`src/rtl/clk_meas.sv`:
```
// clk_meas: period and duty-cycle meter for a slow signal that is
// asynchronous to clock_in. It counts clock_in cycles between consecutive
// rising edges and presents each completed period on a valid/ready port.
// Optional feature: define CLK_MEAS_DUTY_EN to also measure the high time.
// Without it, high_time is tied to 0.
module clk_meas #(
  parameter int unsigned      WIDTH      = 32,
  parameter logic [WIDTH-1:0] MAX_PERIOD = 32'd100000000
) (
  input  logic             clock_in,
  input  logic             reset,
  input  logic             sig_in,
  input  logic             meas_ready,
  output logic             meas_valid,
  output logic [WIDTH-1:0] period,
  output logic [WIDTH-1:0] high_time,
  output logic             overrun,
  output logic             timeout
);

  typedef enum logic {IDLE = 1'b0, MEASURE = 1'b1} state_t;

  logic             s1, s2, s3;
  logic             rise;
  state_t           state_reg, state_next;
  logic [WIDTH-1:0] cnt_reg, cnt_next;
  logic [WIDTH-1:0] period_reg;
  logic             load;
  logic             tmo_hit;
  logic             accept;
  logic             valid_reg, valid_next;
  logic             overrun_reg, overrun_next;
  logic             timeout_reg;

  // Two-flop synchroniser plus one history flop for edge detection.
  always_ff @(posedge clock_in or posedge reset) begin
    if (reset) begin
      s1 <= 1'b0;
      s2 <= 1'b0;
      s3 <= 1'b0;
    end else begin
      s1 <= sig_in;
      s2 <= s1;
      s3 <= s2;
    end
  end

  assign rise = s2 & ~s3;

  // State register and cycle counter.
  always_ff @(posedge clock_in or posedge reset) begin
    if (reset) begin
      state_reg <= IDLE;
      cnt_reg   <= '0;
    end else begin
      state_reg <= state_next;
      cnt_reg   <= cnt_next;
    end
  end

  // Next state and counter. Also decodes the result-load and timeout events.
  // A rise always wins over the timeout limit in the same cycle.
  always_comb begin
    state_next = state_reg;
    cnt_next   = cnt_reg;
    load       = 1'b0;
    tmo_hit    = 1'b0;
    case (state_reg)
      IDLE: begin
        cnt_next = '0;
        if (rise) begin
          cnt_next   = WIDTH'(1);
          state_next = MEASURE;
        end
      end
      MEASURE: begin
        if (rise) begin
          load     = 1'b1;
          cnt_next = WIDTH'(1);
        end else if (cnt_reg == MAX_PERIOD) begin
          tmo_hit    = 1'b1;
          cnt_next   = '0;
          state_next = IDLE;
        end else begin
          cnt_next = cnt_reg + WIDTH'(1);
        end
      end
      default: begin
        state_next = IDLE;
        cnt_next   = '0;
      end
    endcase
  end

  // Period field. It is loaded with the running count on each measured rise.
  always_ff @(posedge clock_in or posedge reset) begin
    if (reset) begin
      period_reg <= '0;
    end else if (load) begin
      period_reg <= cnt_reg;
    end
  end

  // One-cycle timeout pulse when the count reaches the limit without a rise.
  always_ff @(posedge clock_in or posedge reset) begin
    if (reset) begin
      timeout_reg <= 1'b0;
    end else begin
      timeout_reg <= tmo_hit;
    end
  end

  assign accept = valid_reg & meas_ready;

  // Handshake bookkeeping. A load that coincides with an accept is not an
  // overrun, and it also clears any overrun that was already flagged.
  always_comb begin
    valid_next   = valid_reg;
    overrun_next = overrun_reg;
    if (load) begin
      valid_next = 1'b1;
      if (valid_reg & ~accept) begin
        overrun_next = 1'b1;
      end else if (accept) begin
        overrun_next = 1'b0;
      end
    end else if (accept) begin
      valid_next   = 1'b0;
      overrun_next = 1'b0;
    end
  end

  // Valid and sticky overrun registers.
  always_ff @(posedge clock_in or posedge reset) begin
    if (reset) begin
      valid_reg   <= 1'b0;
      overrun_reg <= 1'b0;
    end else begin
      valid_reg   <= valid_next;
      overrun_reg <= overrun_next;
    end
  end

`ifdef CLK_MEAS_DUTY_EN
  logic             fall;
  logic [WIDTH-1:0] hi_cap_reg;
  logic [WIDTH-1:0] high_reg;

  assign fall = ~s2 & s3;

  // Capture the count at the falling edge. A timeout clears the capture so
  // that a stale high time is not carried into the next measurement.
  always_ff @(posedge clock_in or posedge reset) begin
    if (reset) begin
      hi_cap_reg <= '0;
    end else if (tmo_hit) begin
      hi_cap_reg <= '0;
    end else if ((state_reg == MEASURE) && fall) begin
      hi_cap_reg <= cnt_reg;
    end
  end

  // High-time field. It is loaded together with the period.
  always_ff @(posedge clock_in or posedge reset) begin
    if (reset) begin
      high_reg <= '0;
    end else if (load) begin
      high_reg <= hi_cap_reg;
    end
  end

  assign high_time = high_reg;
`else
  assign high_time = '0;
`endif

  assign meas_valid = valid_reg;
  assign period     = period_reg;
  assign overrun    = overrun_reg;
  assign timeout    = timeout_reg;

endmodule

```
`config.mk`:
```
export PLATFORM = sky130hd
export DESIGN_NAME = clk_meas
export DESIGN_NICKNAME = d
export VERILOG_FILES = /design/src/rtl/clk_meas.sv
export SDC_FILE = /design/constraint.sdc
export NUM_CORES = 1
export LEC_CHECK = 0
export ABC_AREA = 0
export BUFFER_PORTS_ARGS = -buffer_cell sky130_fd_sc_hd__buf_4
export CORE_UTILIZATION = 30
export CTS_CLUSTER_DIAMETER = 60
export CTS_CLUSTER_SIZE = 25
export DETAILED_ROUTE_END_ITERATION = 6
export GPL_ROUTABILITY_DRIVEN = 0
export GPL_TIMING_DRIVEN = 0
export PLACE_DENSITY = 0.55
export SLEW_MARGIN = 5
export SYNTH_ARGS = -nofsm -noshare
export SYNTH_HDL_FRONTEND = slang
export SYNTH_SLANG_ARGS = --single-unit
```
`constraint.sdc`:
```
create_clock -name clock_in -period 2.5 [get_ports clock_in]
set_clock_uncertainty 0.2 [all_clocks]
set_input_delay 0.125 -clock clock_in [delete_from_list [all_inputs] [get_ports clock_in]]
set_output_delay 0.125 -clock clock_in [all_outputs]
set_load 0.01 [all_outputs]
```
==> results of run 1 <==
==> cell families (layout without fill, tap and decap cells) <==
logic type                 after synthesis  in the layout  share of synthesized area
xor gates and xnor gates                14             14                     0.0351
AOI/OAI and AO/OA                       42             42                     0.0824
and+or+nand+nor                        105            105                      0.176
adders and majority gates                2              2                    0.00717
other                                    1             32                    0.00107
muxes                                   27             27                     0.0871
DFF                                     71             71                      0.509
buffers and inverters                   60            115                      0.102
==> placed cells by master (no fill, tap or decap), types with 8 or more instances in the layout <==
cell and n:
clkbuf_16 9, nand2_1 18, xnor2_1 8, a211oi_1 15, conb_1 32, nand4_1 11, nor3_1 17, or4_1 14
mux2_2 27, o31ai_1 11, buf_4 72, nand3_1 15, o21ai_0 10, clkbuf_1 10, dfrtp_1 68
==> stage by stage <==
step	util	hold WS (ns)	instance area, um2	std cells
detailed placement	0.360	-0.0144	4090	535
global route	0.392	0.164	4450	551
CTS	0.390	0.149	4440	556
floorplan	-	-0.0436	3610	353
global placement	0.358	0.0415	4070	534
finish	0.392	0.145	4450	551
==> per-layer routing <==
layer / routed length, um / global-route usage
met3: 319 / 0.0326
met1: 3720 / 0.190
met5: 0 / 0
met4: 121 / 0.0581
met2: 3720 / 0.223
==> power by group <==
| part | total (mW) | internal [mW] | switching, mW |
|---|---|---|---|
| registers | 1.26 | 1.21 | 0.0531 |
| clock network | 1.25 | 0.794 | 0.458 |
| logic | 0.315 | 0.148 | 0.167 |
==> area by class of cell <==
type	instances	area share
Clock buffer	12	0.0554
Sequential cell	71	0.400
Multi-Input combinational cell	222	0.338
Tap cell	143	0.0402
Inverter	7	0.00646
Buffer	48	0.0711
Clock inverter	4	0.0101
Timing Repair Buffer	44	0.0787
==> repair_timing <==
item                                   in CTS  in global routing
setup buffers                               2                  0
setup endpoints to repair                  39                 31
endpoints found under the hold margin      39                  0
hold buffers                                3                  0
resized for setup                           2                 14
pin swaps                                   1                  0
==> how the worst max path moves through the flow <==
stage / start / endpoint / slack (ns) / cells past startpoint
final: cnt_reg[9] / cnt_reg[31] / 0.11 / 5
after global routing: cnt_reg[8] / cnt_reg[28] / 0.02 / 5
after CTS: cnt_reg[13] / cnt_reg[6] / -0.08 / 6
after detailed placement: cnt_reg[13] / cnt_reg[24] / -0.24 / 6
after global placement: reset / period[10] / -0.53 / 2
after floorplan: cnt_reg[0] / cnt_reg[22] / 0.32 / 6
==> out/metrics.csv, run 1 <==
stage;metric;value;unit
cells_and_area;multi_input_area;0.00151;mm2
clocking;numCtsBuffers;9;
setup_path;max_stage_delay;0.55;ns
routing;drtAntennaViolNets;0;
power;p_total;2.83;mW
setup_path;path_buf_inv;1;
sta;max_slew.worst_pin.slew;0.583;ns
floorplan;initial_core_util;0.307;
setup_path;cp_max_fo;9;
routing;drtPass1Iterations;4;
setup_path;cpMaxStageDelayCell;or4_1;
sta;setup_slack;0.111;ns
cells_and_area;layout-drive-gt1-share;0.328;
sta;hold_viol_final;0;
cells_and_area;area_growth;27.6;%
routing;drc;0;
min_path;hold_depth;0;
clocking;clock-sinks;71;
clocking;h-tree-depth;3;
floorplan;coreArea;0.0114;mm2
setup_path;cp_data_arrival_time;2.42;ns
sta;max_freq;419;MHz
floorplan;die_w;110;um
cells_and_area;n_fill_cell;1130;
cells_and_area;finalNetCount;409;
yosys;postSynthCellCount;322;
setup_path;required;2.53;ns
sta;finalSetupViolCount;0;
routing;post_drt_wl_per_cell;14.3;um
floorplan;dieHeight;110;um
sta;period_minus_slack;2.39;ns
yosys;ys_top_cells_by_area;dfrtp_1 51%, mux2_2 8.7%, buf_4 6.9%;
yosys;netlist_area;0.00349;mm2
routing;wl;7880;um
yosys;synth_top_area_share;0.509;
sta;fin_crit_sh;0.956;
routing;num_vias;2642;
place;post-place-ws;-0.243;ns
yosys;synth_ff_type;dfrtp_1;
floorplan;rows;39;
clocking;clkLatencyLatePin;0.33;ns
min_path;worstHoldEndpoint;s2;
setup_path;reg2reg_to;cnt_reg[31];
place;dp_hpwl;5490;um
run_status;outcome;complete, no violations;
routing;drt_iter0_markers;149;
power;power.density_cell_area;635;mW/mm2
sta;slew-limit-headroom;0.611;
yosys;synth-seq-cells;71;
min_path;min_path_type;reg -> reg;
clocking;cts_tree;built;
yosys;ys_warn_count;0;
setup_path;reg2regPathDepth;5;
yosys;synth-seq-area-share;0.509;
clocking;cts_max_path_buffers;2;
clocking;cts_root_buf;clkbuf_16;
setup_path;start_kind;flip-flop;
global_routing;grt_pass1_wl;13000;um
yosys;syn-mean-instance-area;10.8;um2
routing;routed_via_density;4.79;
cells_and_area;diodes;0;
floorplan;ios;71;
power;peakVddDrop;0.289;mV
setup_path;path_cells;nand4_1 -> or4_1 -> buf_2 -> or4_1 -> a211oi_1;
setup_path;cp_common_cell;or4_1;
setup_path;critical_path_class;reg -> reg;
yosys;synth-edff-count;0;
clocking;clk_pin_slew;0.05;ns
setup_path;critPathCaptureType;flip-flop;
yosys;yosys-top-cells-count;71 x dfrtp_1, 32 x buf_4, 27 x mux2_2;
cells_and_area;seq_area;0.00178;mm2
job;cap_violations;0;
setup_path;reg2reg_slack;0.11;ns
yosys;synth.most_common_cell;dfrtp_1;
min_path;holdCritStartpoint;s1;
yosys;yosysUniqueCellTypes;39;
sta;slew_viol_final;0;
global_routing;grt_pass1_vias;2549;
global_routing;antenna_found_initial;0;
yosys;synth_top_area_cell;dfrtp_1;
global_routing;grt_use_total;0.143;
place;portBuffers;38;
sta;rsz0062_at_grt;no;
power;power_leakage;2.05;nW
global_routing;grt_max_degree;38;
yosys;async_reset_ff_frac;1.00;
sta;tns;0;ns
setup_path;reg2reg_from;cnt_reg[9];
floorplan;die-area;0.0121;mm2
setup_path;crit_family;simple AND/OR/NAND/NOR gates;
global_routing;grt_overflow_total;0;
No activity file was read; power rests on OpenSTA's default activity.
==> run 2, diff against run 1 <==
--- a/config.mk
+++ b/config.mk
@@ -13,6 +13,7 @@
 export DETAILED_ROUTE_END_ITERATION = 6
 export GPL_ROUTABILITY_DRIVEN = 0
 export GPL_TIMING_DRIVEN = 0
+export MAX_ROUTING_LAYER = met4
 export PLACE_DENSITY = 0.55
 export SLEW_MARGIN = 5
 export SYNTH_ARGS = -nofsm -noshare
==> run 2 against run 1 <==
Hold slack about the same; critical path depth unchanged; combinational power about the same.
==> out/metrics.csv, run 2 (same netlist as run 1, synthesis figures left out) <==
stage;metric;value;unit;change
cells_and_area;final_common_cell;buf_4;;
place;post-place-cells;535;;unchanged
floorplan;rows;39;;unchanged
setup_path;reg2regPathDepth;5;;unchanged
cells_and_area;diodes;0;;unchanged
setup_path;reg2reg_from;cnt_reg[11];;
place;dp_hpwl;5490;um;unchanged
setup_path;critical_path_class;reg -> reg;;
sta;rsz0062_at_grt;no;;
sta;max_freq;414;MHz;-1.0%
global_routing;grt_pass1_vias;2555;;+0.24%
setup_path;cp_data_arrival_time;2.43;ns;about the same
sta;slew_viol_final;0;;unchanged
floorplan;die-area;0.0121;mm2;unchanged
place;portBuffers;38;;unchanged
global_routing;grt_overflow_total;0;;unchanged
power;power_leakage;2.05;nW;about the same
floorplan;ios;71;;unchanged
global_routing;grt_max_degree;38;;unchanged
power;p_total;2.83;mW;about the same
floorplan;dieHeight;110;um;unchanged
cells_and_area;final_cells;551;;unchanged
setup_path;max_stage_delay;0.54;ns;about the same
routing;post_drt_wl_per_cell;14.2;um;-0.48%
setup_path;crit_end;cnt_reg[27];;
global_routing;antenna_found_initial;0;;unchanged
clocking;cts_tree;built;;
cells_and_area;final_cell_mix;72 x buf_4, 69 x dfrtp_1, 32 x conb_1;;
setup_path;required;2.52;ns;about the same
clocking;h-tree-depth;3;;unchanged
run_status;outcome;complete, no violations;;
setup_path;start_kind;flip-flop;;
routing;drtAntennaViolNets;0;;unchanged
routing;wl;7840;um;-0.48%
sta;setup_slack;0.0866;ns;-0.0244 ns
sta;period_minus_slack;2.41;ns;+0.0244 ns
routing;drtPass1Iterations;4;;unchanged
setup_path;cp_common_cell;or4_1;;
cells_and_area;area_growth;27.5;%;about the same
floorplan;coreArea;0.0114;mm2;unchanged
setup_path;reg2reg_slack;0.09;ns;-0.02 ns
cells_and_area;finalNetCount;409;;unchanged
global_routing;grt_pass1_wl;13000;um;about the same
routing;num_vias;2635;;-0.26%
setup_path;cp_max_fo;9;;unchanged
routing;routed_via_density;4.78;;-0.26%
setup_path;critPathCaptureType;flip-flop;;
floorplan;initial_core_util;0.307;;unchanged
floorplan;die_w;110;um;unchanged
clocking;clock-sinks;71;;unchanged
sta;slew-limit-headroom;0.611;;about the same
power;power.density_cell_area;635;mW/mm2;about the same
clocking;cts_max_path_buffers;2;;unchanged
sta;finalSetupViolCount;0;;unchanged
sta;hold_viol_final;0;;unchanged
sta;max_slew.worst_pin.slew;0.584;ns;+0.000561 ns
setup_path;worstSetupStartpoint;cnt_reg[11];;
clocking;clkLatencyLatePin;0.33;ns;about the same
cells_and_area;layout-drive-gt1-share;0.326;;-0.00245
setup_path;cpMaxStageDelayCell;or4_1;;
min_path;min_path_type;reg -> reg;;
job;cap_violations;0;;unchanged
global_routing;grt_use_total;0.147;;+0.00404
power;peakVddDrop;0.289;mV;about the same
routing;drt_iter0_markers;124;;-17%
setup_path;reg2reg_to;cnt_reg[27];;
clocking;clk_pin_slew;0.06;ns;about the same
clocking;numCtsBuffers;9;;unchanged
place;post-place-ws;-0.243;ns;unchanged
sta;fin_crit_sh;0.965;;+0.00976
routing;drc;0;;unchanged
setup_path;path_cells;nand4_1 -> or4_1 -> buf_2 -> or4_1 -> a211oi_1;;
clocking;cts_root_buf;clkbuf_16;;
## run 2: worst min-delay path by stage
| stage | slack, ns | endpoint | from | cells past startpoint |
|---|---|---|---|---|
| after floorplan | -0.04 | s1 | sig_in | 0 |
| after global placement | 0.04 | s1 | sig_in | 1 |
| after detailed placement | -0.01 | period[29] | reset | 2 |
| after CTS | 0.15 | s2 | s1 | 0 |
| after global routing | 0.16 | s2 | s1 | 0 |
| final | 0.15 | s2 | s1 | 0 |
## run 2: cell type report
type | count | area, um2
Sequential cell | 71 | 1780
Buffer | 48 | 317
Inverter | 7 | 28.8
Fill cell | 1130 | 6920
Tap cell | 143 | 179
Clock buffer | 12 | 246
Multi-Input combinational cell | 222 | 1510
Timing Repair Buffer | 44 | 350
Clock inverter | 4 | 45.0
## run 2: per-layer routing
metal,part of all wire,GRT usage
met3,0.041,0.0320
met4,0.015,0.0581
met5,0,-
met1,0.48,0.190
met2,0.47,0.222
## run 2: metrics by stage
stage / setup TNS [ns] / instance area [um2] / hold WS (ns) / util
2_1_floorplan: 0 / 3610 / -0.0436 / -
3_5_place_dp: -6.81 / 4090 / -0.0144 / 0.360
4_1_cts: -1.52 / 4440 / 0.149 / 0.390
3_3_place_gp: -42.71 / 4070 / 0.0415 / 0.358
5_1_grt: 0 / 4450 / 0.164 / 0.392
6_report: 0 / 4450 / 0.145 / 0.392
## run 2: repair_timing
| item | in CTS | in global routing |
|---|---|---|
| setup buffers | 2 | 0 |
| pin swaps | 1 | 0 |
| endpoints found under the hold margin | 39 | 0 |
| resized for setup | 2 | 13 |
| hold buffers | 3 | 0 |
| endpoints found under the setup margin | 39 | 31 |
## run 2: power breakdown
group	leakage (nW)	internal, mW	switching (mW)
sequential	0.963	1.21	0.0531
clock	0.146	0.794	0.457
combinational	0.943	0.148	0.167
total	2.05	2.15	0.677
## run 2: worst max-delay path: cells and delay by family (launching register included)
family / cells / cell delay [ns]
buf+inv: 1 / 0.20
compound gates: 1 / 0.29
flops: 1 / 0.44
simple gates: 3 / 1.16
==> run 3, diff against run 2 <==
--- a/config.mk
+++ b/config.mk
@@ -7,6 +7,8 @@
 export LEC_CHECK = 0
 export ABC_AREA = 0
 export BUFFER_PORTS_ARGS = -buffer_cell sky130_fd_sc_hd__buf_4
+export CELL_PAD_IN_SITES_DETAIL_PLACEMENT = 0
+export CELL_PAD_IN_SITES_GLOBAL_PLACEMENT = 1
 export CORE_UTILIZATION = 30
 export CTS_CLUSTER_DIAMETER = 60
 export CTS_CLUSTER_SIZE = 25
@@ -14,7 +16,7 @@
 export GPL_ROUTABILITY_DRIVEN = 0
 export GPL_TIMING_DRIVEN = 0
 export MAX_ROUTING_LAYER = met4
-export PLACE_DENSITY = 0.55
+export PLACE_DENSITY = 0.65
 export SLEW_MARGIN = 5
 export SYNTH_ARGS = -nofsm -noshare
 export SYNTH_HDL_FRONTEND = slang
==> run 3 against run 2 <==
Final cell count is 0.36% higher; sequential share of layout area down 0.60 points; highest routed layer unchanged; critical path type unchanged; global-route usage grew 0.60 points; cell area up 1.5%; register-to-register slack hardly changed; largest cell class unchanged; largest power group is now the clock network; hold slack improved by 0.0053 ns; non-clock buffer count rose by 2; core utilization is 0.59 points higher.
==> out/metrics.csv, run 3 (same netlist as run 1, synthesis figures left out) <==
stage;metric;value;unit;change
run_status;outcome;complete, no violations;;
setup_path;cpMaxStageDelayCell;or4b_2;;
cells_and_area;diodes;0;;unchanged
floorplan;rows;39;;unchanged
power;power_leakage;2.07;nW;+0.94%
global_routing;antenna_found_initial;0;;unchanged
power;power.density_cell_area;663;mW/mm2;+4.3%
cells_and_area;final_common_cell;buf_4;;
sta;max_freq;412;MHz;-0.55%
cells_and_area;final_cells;553;;+0.36%
sta;slew-limit-headroom;0.608;;-0.00269
floorplan;coreArea;0.0114;mm2;unchanged
setup_path;critical_path_class;reg -> reg;;
cells_and_area;area_growth;29.5;%;
floorplan;ios;71;;unchanged
sta;fin_crit_sh;0.971;;+0.00534
global_routing;grt_max_degree;38;;unchanged
power;pwr-share-seq;0.421;;-0.025
clocking;h-tree-depth;3;;unchanged
power;peakVddDrop;0.342;mV;+18%
routing;drtPass1Iterations;4;;unchanged
floorplan;die-area;0.0121;mm2;unchanged
power;p_int;2.26;mW;+5.2%
setup_path;critPathCaptureType;flip-flop;;
setup_path;required;2.54;ns;+0.02 ns
cells_and_area;finalNetCount;411;;+0.49%
clocking;clock-sinks;71;;unchanged
sta;slew_viol_final;0;;unchanged
clocking;clkLatencyLatePin;0.33;ns;about the same
routing;drtAntennaViolNets;0;;unchanged
place;portBuffers;38;;unchanged
power;combPwrFrac;0.107;;-0.004
setup_path;cp_data_arrival_time;2.47;ns;+0.04 ns
routing;wl;8060;um;+2.8%
cells_and_area;fin_area;0.00452;mm2;+1.5%
setup_path;path_cells;nand4_1 -> buf_4 -> nor4_2 -> or4b_2 -> a211oi_1;;
cells_and_area;layout-drive-gt1-share;0.332;;+0.00573
power;pwr-share-clk;0.471;;+0.028
cells_and_area;final_cell_mix;72 x buf_4, 69 x dfrtp_1, 32 x conb_1;;
routing;drt_iter0_markers;83;;-33%
routing;routed_via_density;4.81;;+0.51%
clocking;clk_pin_slew;0.06;ns;about the same
place;dp_hpwl;5670;um;+3.2%
sta;finalSetupViolCount;0;;unchanged
power;switching_share;0.244;;+0.00497
global_routing;grt_use_total;0.153;;+0.00595
place;post-place-cells;535;;unchanged
setup_path;start_kind;flip-flop;;
floorplan;die_w;110;um;unchanged
job;cap_violations;0;;unchanged
clocking;cts_max_path_buffers;2;;unchanged
cells_and_area;fin_util;0.397;;+0.00594
place;placed_area;0.00409;mm2;unchanged
clocking;cts_root_buf;clkbuf_16;;
sta;period_minus_slack;2.43;ns;+0.0134 ns
global_routing;grt_pass1_vias;2577;;+0.86%
sta;max_slew.worst_pin.slew;0.588;ns;+0.00404 ns
floorplan;initial_core_util;0.307;;unchanged
routing;post_drt_wl_per_cell;14.6;um;+2.4%
setup_path;max_stage_delay;0.62;ns;+0.08 ns
floorplan;dieHeight;110;um;unchanged
power;p_sw;732;uW;+8.1%
setup_path;path_buf_inv;1;;unchanged
clocking;cts_tree;built;;
setup_path;crit_family;simple AND/OR/NAND/NOR gates;;
min_path;min_path_type;reg -> reg;;
power;p_total;2.99;mW;+5.9%
clocking;numCtsBuffers;9;;unchanged
routing;num_vias;2658;;+0.87%
sta;tns;0;ns;unchanged
sta;hold_viol_final;0;;unchanged
routing;drc;0;;unchanged
sta;rsz0062_at_grt;no;;
global_routing;grt_overflow_total;0;;unchanged
setup_path;cp_max_fo;5;;-4
global_routing;grt_pass1_wl;13300;um;+2.6%
## run 3: timing repair
action / 4_1_cts / 5_1_grt
buffers inserted: 2 / 1
hold buffers: 3 / 0
setup endpoints to repair: 36 / 31
resized for setup: 6 / 7
pin swaps: 1 / 1
endpoints found under the hold margin: 37 / 0
## run 3: worst paths after layout
check / start / to / slack, ns / cells past startpoint
setup / recovery: cnt_reg[11] / cnt_reg[21] / 0.07 / 5
hold / removal: s1 / s2 / 0.15 / 0
setup reg to reg: cnt_reg[11] / cnt_reg[21] / 0.07 / 5
hold reg to reg: s1 / s2 / 0.15 / 0
max in group asynchronous: reset / cnt_reg[10] / 1.37 / 4
min in group asynchronous: reset / cnt_reg[29] / 0.17 / 3
## run 3: layer usage
layer / share of wire / global-route usage
met3: 0.044 / 0.0350
met4: 0.016 / 0.0667
met2: 0.47 / 0.228
met1: 0.47 / 0.197
met5: 0 / -
## run 3: power by group through the flow
stage | clock, mW | sequential, mW | combinational (mW)
6_report | 1.41 | 1.26 | 0.322
5_1_grt | 1.49 | 1.27 | 0.366
4_1_cts | 1.44 | 1.26 | 0.321
3_5_place_dp | 0 | 1.28 | 0.316
3_3_place_gp | 0 | 1.28 | 0.305
2_1_floorplan | 0 | 1.28 | 0.202
## run 3: final cells by class
type	count	area, um2
Fill cell	1134	6850
Buffer	49	320
Clock inverter	6	92.6
Inverter	7	28.8
Multi-Input combinational cell	222	1510
Tap cell	143	179
Sequential cell	71	1780
Timing Repair Buffer	45	370
Clock buffer	10	239
## run 3: metrics by stage
step | hold slack, ns | setup WS [ns]
2_1_floorplan | -0.0436 | 0.322
3_5_place_dp | -0.0174 | -0.293
4_1_cts | 0.156 | 0.0199
5_1_grt | 0.157 | 0.00742
3_3_place_gp | 0.0403 | -0.532
6_report | 0.151 | 0.0733
